$ cat src/rtl/alu_result_if.sv
// alu_result_if: ALU-to-writeback beat stream plus the architectural flag output.
// master drives the ALU side and consumes writeback; slave is the result stage.
interface alu_result_if;
   logic        in_valid;
   logic        in_ready;
   logic [31:0] in_result;
   logic [3:0]  in_nzcv;
   logic [3:0]  in_rd;
   logic        in_regwrite;
   logic        in_flagwrite;
   logic [3:0]  in_cond;
   logic        out_valid;
   logic        out_ready;
   logic [31:0] out_result;
   logic [3:0]  out_rd;
   logic        out_regwrite;
   logic        out_condfail;
   logic [3:0]  flags_nzcv;
   modport master (
      output in_valid, in_result, in_nzcv, in_rd, in_regwrite, in_flagwrite, in_cond, out_ready,
      input  in_ready, out_valid, out_result, out_rd, out_regwrite, out_condfail, flags_nzcv
   );
   modport slave (
      input  in_valid, in_result, in_nzcv, in_rd, in_regwrite, in_flagwrite, in_cond, out_ready,
      output in_ready, out_valid, out_result, out_rd, out_regwrite, out_condfail, flags_nzcv
   );
endinterface

$ cat src/rtl/alu_result_stage.sv
// alu_result_stage: 2-entry in-order writeback FIFO with condition evaluation and flag register.
// Conditional execution is enabled by defining ALU_RESULT_COND_EXEC_EN.
module alu_result_stage (
   input logic clk,
   input logic rst,
   alu_result_if.slave bus
);
   logic [37:0] mem [2];
   logic        wr_ptr;
   logic        rd_ptr;
   logic [1:0]  count;
   logic [3:0]  flags;
   logic        cond_pass;
   logic        accept;
   logic        pop;
`ifdef ALU_RESULT_COND_EXEC_EN
   logic n, z, c, v;
   assign {n, z, c, v} = flags;
   always_comb begin
      cond_pass = 1'b1;
      case (bus.in_cond)
         4'h0: cond_pass = z;
         4'h1: cond_pass = !z;
         4'h2: cond_pass = c;
         4'h3: cond_pass = !c;
         4'h4: cond_pass = n;
         4'h5: cond_pass = !n;
         4'h6: cond_pass = v;
         4'h7: cond_pass = !v;
         4'h8: cond_pass = c & !z;
         4'h9: cond_pass = !c | z;
         4'hA: cond_pass = n == v;
         4'hB: cond_pass = n != v;
         4'hC: cond_pass = !z & (n == v);
         4'hD: cond_pass = z | (n != v);
         default: cond_pass = 1'b1;
      endcase
   end
`else
   assign cond_pass = 1'b1;
`endif
   // in_ready depends on occupancy only, so no out_ready -> in_ready path exists
   assign bus.in_ready   = count != 2'd2;
   assign bus.out_valid  = count != 2'd0;
   assign bus.flags_nzcv = flags;
   assign accept = bus.in_valid & bus.in_ready;
   assign pop    = bus.out_valid & bus.out_ready;
   assign {bus.out_result, bus.out_rd, bus.out_regwrite, bus.out_condfail} = mem[rd_ptr];
   always_ff @(posedge clk or posedge rst) begin
      if (rst) begin
         mem[0] <= '0;
         mem[1] <= '0;
         wr_ptr <= 1'b0;
         rd_ptr <= 1'b0;
         count  <= '0;
         flags  <= '0;
      end else begin
         if (accept) mem[wr_ptr] <= {bus.in_result, bus.in_rd, bus.in_regwrite & cond_pass, !cond_pass};
         if (accept) wr_ptr <= ~wr_ptr;
         if (pop) rd_ptr <= ~rd_ptr;
         count <= count + {1'b0, accept} - {1'b0, pop};
         if (accept & bus.in_flagwrite & cond_pass) flags <= bus.in_nzcv;
      end
   end
endmodule

$ cat src/flat_wrapper.sv
// flat-port wrapper written by rule: the top's interface ports become plain ports
module alu_result_stage_flat 
  (clk, rst, bus_in_valid, bus_in_result, bus_in_nzcv, bus_in_rd, bus_in_regwrite, bus_in_flagwrite, bus_in_cond, bus_out_ready, bus_in_ready, bus_out_valid, bus_out_result, bus_out_rd, bus_out_regwrite, bus_out_condfail, bus_flags_nzcv);
  alu_result_if bus_i ();
  input logic clk;
  input logic rst;
  input wire logic [$bits(bus_i.in_valid)-1:0] bus_in_valid;
  input wire logic [$bits(bus_i.in_result)-1:0] bus_in_result;
  input wire logic [$bits(bus_i.in_nzcv)-1:0] bus_in_nzcv;
  input wire logic [$bits(bus_i.in_rd)-1:0] bus_in_rd;
  input wire logic [$bits(bus_i.in_regwrite)-1:0] bus_in_regwrite;
  input wire logic [$bits(bus_i.in_flagwrite)-1:0] bus_in_flagwrite;
  input wire logic [$bits(bus_i.in_cond)-1:0] bus_in_cond;
  input wire logic [$bits(bus_i.out_ready)-1:0] bus_out_ready;
  output wire logic [$bits(bus_i.in_ready)-1:0] bus_in_ready;
  output wire logic [$bits(bus_i.out_valid)-1:0] bus_out_valid;
  output wire logic [$bits(bus_i.out_result)-1:0] bus_out_result;
  output wire logic [$bits(bus_i.out_rd)-1:0] bus_out_rd;
  output wire logic [$bits(bus_i.out_regwrite)-1:0] bus_out_regwrite;
  output wire logic [$bits(bus_i.out_condfail)-1:0] bus_out_condfail;
  output wire logic [$bits(bus_i.flags_nzcv)-1:0] bus_flags_nzcv;
  assign bus_i.in_valid = bus_in_valid;
  assign bus_i.in_result = bus_in_result;
  assign bus_i.in_nzcv = bus_in_nzcv;
  assign bus_i.in_rd = bus_in_rd;
  assign bus_i.in_regwrite = bus_in_regwrite;
  assign bus_i.in_flagwrite = bus_in_flagwrite;
  assign bus_i.in_cond = bus_in_cond;
  assign bus_i.out_ready = bus_out_ready;
  assign bus_in_ready = bus_i.in_ready;
  assign bus_out_valid = bus_i.out_valid;
  assign bus_out_result = bus_i.out_result;
  assign bus_out_rd = bus_i.out_rd;
  assign bus_out_regwrite = bus_i.out_regwrite;
  assign bus_out_condfail = bus_i.out_condfail;
  assign bus_flags_nzcv = bus_i.flags_nzcv;
  alu_result_stage u_core (.clk(clk), .rst(rst), .bus(bus_i));
endmodule
$ cat config.mk
export PLATFORM = sky130hd
export DESIGN_NAME = alu_result_stage_flat
export DESIGN_NICKNAME = d
export VERILOG_FILES = /design/src/rtl/alu_result_if.sv /design/src/rtl/alu_result_stage.sv /design/src/flat_wrapper.sv
export SDC_FILE = /design/constraint.sdc
export NUM_CORES = 1
export LEC_CHECK = 0
export CAP_MARGIN = 20
export CORE_AREA = 3 3 92 94
export CTS_BUF_LIST = sky130_fd_sc_hd__clkbuf_16
export CTS_CLUSTER_SIZE = 28
export DETAILED_ROUTE_END_ITERATION = 10
export DIE_AREA = 0 0 95 97
export PLACE_DENSITY = 0.86
export SYNTH_ARGS = -nofsm -noshare
export SYNTH_HDL_FRONTEND = slang
export SYNTH_SLANG_ARGS = --single-unit
$ cat constraint.sdc
create_clock -name clk -period 2.8 [get_ports clk]
set_input_delay 0.42 -clock clk [delete_from_list [all_inputs] [get_ports clk]]
set_output_delay 0.42 -clock clk [all_outputs]
set_load 0.02 [all_outputs]
; ---- Word level (Yosys, flattened, before mapping)
; Cells that the tools add are included.
[op_classes]
add_sub_neg = 2
n_mul = 0
div_mod_pow = 0
n_lt_le_gt_ge = 3
eq_ne = 1
n_shift = 0
mux = 6
bitwise_logic = 7
reduce_logical = 2
[op_table]
columns = cell, count
row1 = 2-to-1 mux 38 bit, 4
row2 = bitwise mux 76 bit, 1
row3 = demux 38 bit (select 1 bit), 1
row4 = "greater-or-equal comparator 2 bit, second input constant", 2
row5 = NOT 1 -> 2 bit, 2
row6 = AND 1 bit, 3
row7 = adder 2 x 1 -> 2 bit, 1
row8 = "less-than comparator 2 x 1 -> 1 bit, second input constant", 1
row9 = "!= test 2 bit, second input constant", 1
row10 = NOT 1 bit, 2
row11 = nonzero test 2 bit, 1
row12 = subtractor 2 x 1 -> 2 bit, 1
row13 = logical AND 1 bit, 1
[word_totals]
ff_bits = 84
latchBits = 0
mem_bits_rw = 0
rom_bits = 0
input_bits = 50
word_cells = 27
memories = 0

; ---- Logic depth before layout (Yosys ltp)
[logic_depth]
depth_word = 6
ltp_mapped = 7

; ---- Worst setup path after synthesis
; OpenSTA, ideal clock, no wires.
[synth_timing]
kind = register to register
from = register u_core.count[1]
to = register u_core.count[1]
setup_time_ns = 0.125
arrival_time_ns = 1.665
required_ns = 2.675
path_slack_ns = 1.010
path_stages_with_launch = 8
path_buffers = 0
path_cell_list = dfrtp_1 or2_2 and2_1 ha_1 inv_1 ha_1 xnor2_1 xnor2_1
[synth_via]
word_cells_on_any_way = 6
[synth_rtl]
columns = item, line
row1 = from (decl), alu_result_stage.sv:11  ; logic [1:0] count;
row2 = from (signal assigned), alu_result_stage.sv:61  ; count <= count + {1'b0, accept} - {1'b0, pop};
row3 = nonzero test 2 bit, alu_result_stage.sv:44  ; assign bus.out_valid = count != 2'd0;
row4 = named net bus_out_valid, flat_wrapper.sv:16  ; output wire logic [$bits(bus_i.out_valid)-1:0] bus_out_valid;
row5 = AND 1 bit, alu_result_stage.sv:47  ; assign pop = bus.out_valid & bus.out_ready;
row6 = named net u_core.pop, alu_result_stage.sv:15  ; logic pop;
row7 = subtractor 2 x 1 -> 2 bit, alu_result_stage.sv:61
; The timed path passes the listed nets, and every way through them passes these cells.
; A chain may end at the register's enable or synchronous reset.

; ---- Worst setup path in the final report
[layout_timing]
from = register u_core.rd_ptr
to = output port bus_out_result[7]
[layout_via]
elab_chain_cells = 4
[layout_lines]
columns = item, line
row1 = from (decl), alu_result_stage.sv:10  ; logic rd_ptr;
row2 = from (signal assigned), alu_result_stage.sv:60  ; if (pop) rd_ptr <= ~rd_ptr;
row3 = NOT 1 -> 2 bit (not written as such), alu_result_stage.sv:48  ; assign {bus.out_result, bus.out_rd, bus.out_regwrite, bus.out_condfail} = mem[rd_ptr];
row4 = 2-to-1 mux 38 bit (not written as such) (3 in series), alu_result_stage.sv:48
row5 = to (decl), flat_wrapper.sv:17  ; output wire logic [$bits(bus_i.out_result)-1:0] bus_out_result;
; No other way between the ends. The select of a mux whose other input is x is not followed.

==> run summary <==
run status - complete, no violations
Total GRT Usage - 0.165
clock skew - 0.00464 ns
cell area after synthesis - 3750 sq um
core area - 7730 sq um
fin util - 0.643
Root Driver - clkbuf_16
GPL Wtd Cong - 0.688
hold_ws - 0.498 ns
crit path DAT - 1.92 ns
height of the die - 97 um
Nets - 370
YS warnings - 0
minimum clock period after layout - 2.34 ns
Pwr per Cell Area - 1350 nW/um^2
Layout area overhead - 32.6%
die area - 9220 sq um
post-synthesis instance total - 228
Fillers - 573
First DRT Iteration DRCs - 38
TritonRoute pass-1 iters - 4
Setup crit end kind - output port
Antenna Cells - 0
Critical Path RT - 2.38 ns
FF-to-FF path depth - 7
slew margin rel. - 0.515
max_cap viols - 0
synth unique cells - 20
r2r startpoint - u_core.count[1]
hold_buf cts - 0
Worst R2R End - u_core.count[1]
TritonCTS clock tree - yes
Bufs on Longest Clock Path - 2
Syn Nets - 280
crit path kind - flop to output port
initial antenna violation count - 0
Clock Sinks - 82
post-place instance area - 4680 sq um
CTS Buf Count - 9
synth top area cells - dfrtp_1 (55%), mux2_2 (26%), mux2_4 (12%), buf_12 (2.1%), buf_6 (0.90%)
Setup TNS - 0 ns
CP startpoint - u_core.rd_ptr
drt drc - 0
setup slack after layout - 0.459 ns
Worst Hold Class - flop to flop
wire length per cell - 16.6 um
I/O pin cnt - 94
grt ovf - 0
Synth area leader - dfrtp_1
ANT nets after route - 0
IO buf count - 88
DIE WIDTH - 95 um
post-cts sizing count - 0
num rows - 32
Highest Clock Rate - 0.427 GHz
Placement Setup Slack - 0.787 ns
postcts setup bufs - 0
post-layout instance area - 4970 sq um
Routed Wire Length - 7060 um
first-pass GRT wire length - 11700 um
placed wire-length estimate - 4690 um
Slew Viols, Final - 0
CTS HTree Levels - 3
vias in the first global route - 2408
clk_lat worst skew - 0.32 ns
Yosys top cell area share - 0.548
clock-pin transition on the worst setup and hold timing paths - 0.06 ns
fin crit share - 0.836
RSZ-0062 raised after global routing - false
Initial Utilization - 0.485
actual slew at the worst max-slew pin - 0.727 ns
Seq/Total Area, Yosys - 0.548
Vias - 2135
Synth Register Bits - 82
startpoint types - flop
worst vdd ir - 0.000636 V
Synth Area per Inst - 16.4 sq um
Via density - 5.02
final hold violation count - 0
Crit Path Max Fanout - 18
Critical Path Sink - bus_out_result[7]
r2r setup slk - 1.01 ns
LEAKAGE - 2.13 nW
final setup violation count - 0
pin count of the biggest net entering global routing - 43
layout cells sized above 1 - 0.437
-- stage by stage --
stage	cells	total power [mW]
global route	425	7.10
detailed placement	409	5.62
CTS	425	6.80
finish	425	6.71
floorplan	228	4.42
global placement	409	5.52
-- registers in the layout (all words and copies together), names as in the netlist --
name	cells
u_core.bus.flags_nzcv	4
u_core.count	2
u_core.mem	74
u_core.rd_ptr	1
u_core.wr_ptr	1
-- cells in the final DEF, fill, tap and decap left out, types with 3 or more instances in the layout --
cell	n
clkinv_2	3
buf_12	3
clkdlybuf4s50_1	88
mux2_4	30
clkbuf_16	9
dfrtp_1	81
mux2_2	85
inv_1	4
-- synth_stat cells (all sizes together) --
cell type / count
nand2b: 1
buf: 12
or2: 1
nand3b: 1
clkbuf: 2
and2: 2
inv: 3
dfrtp: 82
xor2: 2
xnor2: 2
mux2: 115
and3: 2
ha: 2
conb: 1
-- logic make-up after synthesis --
family                     after synthesis  share of synthesized area
buffers and inverters                   17                     0.0434
other                                    1                    0.00100
muxes                                  115                      0.376
and+or+nand+nor                          7                     0.0160
DFF                                     82                      0.548
xor gates and xnor gates                 4                    0.00935
adders and majority gates                2                    0.00668
-- critical path: stages (launching register included) --
cell and delay, ns:
dfrtp_2 0.38, buf_4 0.28, mux2_2 0.37, clkdlybuf4s50_1 0.56
-- how the worst min path moves through the flow --
stage	from	end	slack (ns)	cells past startpoint
after floorplan	u_core.wr_ptr	u_core.wr_ptr	0.46	1
after global placement	u_core.wr_ptr	u_core.wr_ptr	0.47	1
after detailed placement	u_core.mem[42]	u_core.mem[42]	0.49	1
after CTS	u_core.mem[32]	u_core.mem[32]	0.50	1
after global routing	u_core.mem[42]	u_core.mem[42]	0.51	1
final	u_core.mem[42]	u_core.mem[42]	0.50	1
-- layer usage --
metal  wire length (um)  global-route usage  vias to the layer above
met5                  0                   0                        -
met4                 85              0.0533                        0
met3                479              0.0552                        9
met2               3560               0.273                       62
met1               2940               0.199                     1076
li1                   -                   -                      988
-- where the power goes --
group          internal (mW)  switching, mW  total [mW]
combinational           2.04           1.43        3.47
sequential              1.80          0.311        2.11
clock                  0.680          0.444        1.12
total                   4.52           2.19        6.71
-- layout make-up --
| type | instances | area, sq um | share of cell area |
|---|---|---|---|
| Multi-Input combinational cell | 129 | 1530 | 0.308 |
| Sequential cell | 82 | 2050 | 0.413 |
| Inverter | 3 | 12.5 | 0.00252 |
| Timing Repair Buffer | 93 | 956 | 0.192 |
| Tap cell | 102 | 128 | 0.0257 |
| Clock buffer | 9 | 225 | 0.0453 |
| Clock inverter | 7 | 62.6 | 0.0126 |
Power figures use the tool's default switching activity.
==> RTL change, RTL diff (config.mk and constraints unchanged) <==
The option `ALU_RESULT_COND_EXEC_EN` is turned on by a define.
--- a/src/rtl/alu_result_stage.sv
+++ b/src/rtl/alu_result_stage.sv
@@ -1,5 +1,7 @@
 // alu_result_stage: 2-entry in-order writeback FIFO with condition evaluation and flag register.
 // Conditional execution is enabled by defining ALU_RESULT_COND_EXEC_EN.
+`define ALU_RESULT_COND_EXEC_EN
+
 module alu_result_stage (
    input logic clk,
    input logic rst,
Check against the original RTL: not equivalent (a bounded check fails within 4 cycles, from zero or initial values and one cycle with rst high).
==> RTL change against the original RTL <==
- routed wire length increased by 17%
- sequential cell count up 2
- worst hold slack worse by 0.027 ns
- sequential share of layout area decreased by 1.3 points
- setup slack gained 0.023 ns
- synthesized area increased by 3.1%
- cell area is 5.7% higher
- clock skew up 0.0028 ns
- power increased by 0.65%
- register-to-register slack lost 0.14 ns
- critical path depth unchanged
==> RTL change: results (changes against the original RTL) <==
The flow ran to the end, and the final reports show no timing, DRC or antenna violations. The met3 routing resource usage after global routing was 3.65% (was 5.52%). The number of port buffers was 93 (was 88). The number of unique standard cell types used by synthesis was 39 (was 20); the hold path depth was 2 (was 1). Maximum number of pins on one net before global-route repair: 44 (was 43). The synthesized net count came out at 395 (was 280). The count of cells along the worst register-to-register path is 5 (was 7). The reg-to-reg critical path endpoint is u_core.bus.flags_nzcv[0] (was u_core.count[1]). The routed wire length per instance is 15.2 um (was 16.6 um), and the actual transition at the worst max-transition pin is 0.758 ns (was 0.727 ns). The startpoint of the most critical hold path is u_core.mem[55] (was u_core.mem[42]). The global-route track usage on met1 came out at 24.7% (was 19.9%).

Most frequent cells after synthesis: 118 x nand2_1, 84 x dfrtp_1, 74 x mux2_2 (was 85 x mux2_2, 82 x dfrtp_1, 30 x mux2_4). The run gives 92 (was 38) as the count of routing violations after the opening detailed-route iteration. For the via count of the first global-routing pass, the log shows 2922 (was 2408).

The total global-route track usage is 19.1% (was 16.5%), and the first-pass GRT wire length is 14000 um (was 11700 um). The worst setup slack before clock tree synthesis is 0.245 ns (was 0.787 ns). The sink of the worst hold path is u_core.mem[55] (was u_core.mem[42]). The post-DP HPWL is 5830 um (was 4690 um).

The last weighted congestion value of the routability-driven placer is 0.762 (was 0.688). Area contributors post-synth: dfrtp_1 54%, mux2_2 22%, nand2_1 11%, mux2_1 1.2%, xnor2_1 0.91% (was dfrtp_1 55%, mux2_2 26%, mux2_4 12%, buf_12 2.1%, buf_6 0.90%). The tools report the launch instance of the worst register-to-register path as u_core.bus.flags_nzcv[3] (was u_core.count[1]). The tools report the share of the yosys chip area belonging to registers as 54.4% (was 54.8%).
==> RTL change: final cells by class <==
class / instances / area (um2)
fillers: 553 / 2470
flip-flops and latches: 84 / 2100
multi-input cells: 236 / 1660
repair buffers: 103 / 1020
clock buffers: 9 / 225
well taps: 102 / 128
clock inverters: 7 / 100
inverters: 5 / 20.0
==> RTL change: through the flow <==
stage | power, mW | area, um2 | cells | hold WS [ns] | utilization (%)
final | 6.75 | 5250 | 546 | 0.471 | 68.0
after global routing | 7.17 | 5250 | 546 | 0.487 | 68.0
after CTS | 6.83 | 5250 | 546 | 0.474 | 68.0
after detailed placement | 5.53 | 4930 | 530 | 0.459 | 63.8
after global placement | 5.42 | 4930 | 530 | 0.453 | 63.8
after floorplan | 4.17 | 3860 | 343 | 0.442 | -
==> RTL change: logic make-up after synthesis <==
group,count (synthesis),synth area share (%)
AOI/OAI and AO/OA,13,2.92
buffers and inverters,23,2.79
muxes,78,22.7
and+or+nand+nor,137,15.1
adders and majority gates,2,0.648
xor gates and xnor gates,6,1.36
DFF,84,54.4
==> RTL change: worst max-delay path by stage <==
stage / endpoint / slack [ns] / depth (start not counted)
5_1_grt: bus_out_condfail / 0.41 / 3
2_1_floorplan: u_core.bus.flags_nzcv[0] / 0.21 / 1
4_1_cts: bus_out_condfail / 0.45 / 3
3_3_place_gp: u_core.bus.flags_nzcv[3] / 0.29 / 6
3_5_place_dp: u_core.bus.flags_nzcv[0] / 0.24 / 6
6_report: bus_out_condfail / 0.48 / 3
==> RTL change: per-layer routing <==
metal  share of wire, %  wire, um
met1                 42      3480
met2                 53      4400
met3                4.5       373
met4               0.46        38
met5                  0         0
==> RTL change: worst max-delay path, cell delays in order, from the launching register on <==
cell and delay (ns):
dfrtp_2 0.35, buf_4 0.28, mux2_2 0.38, clkdlybuf4s50_1 0.57
==> RTL change: power breakdown <==
part           total (mW)  internal (mW)  switching (mW)
registers            2.14           1.82           0.325
clock network        1.26          0.787           0.475
logic                3.35           1.75            1.60
total                6.75           4.35            2.40
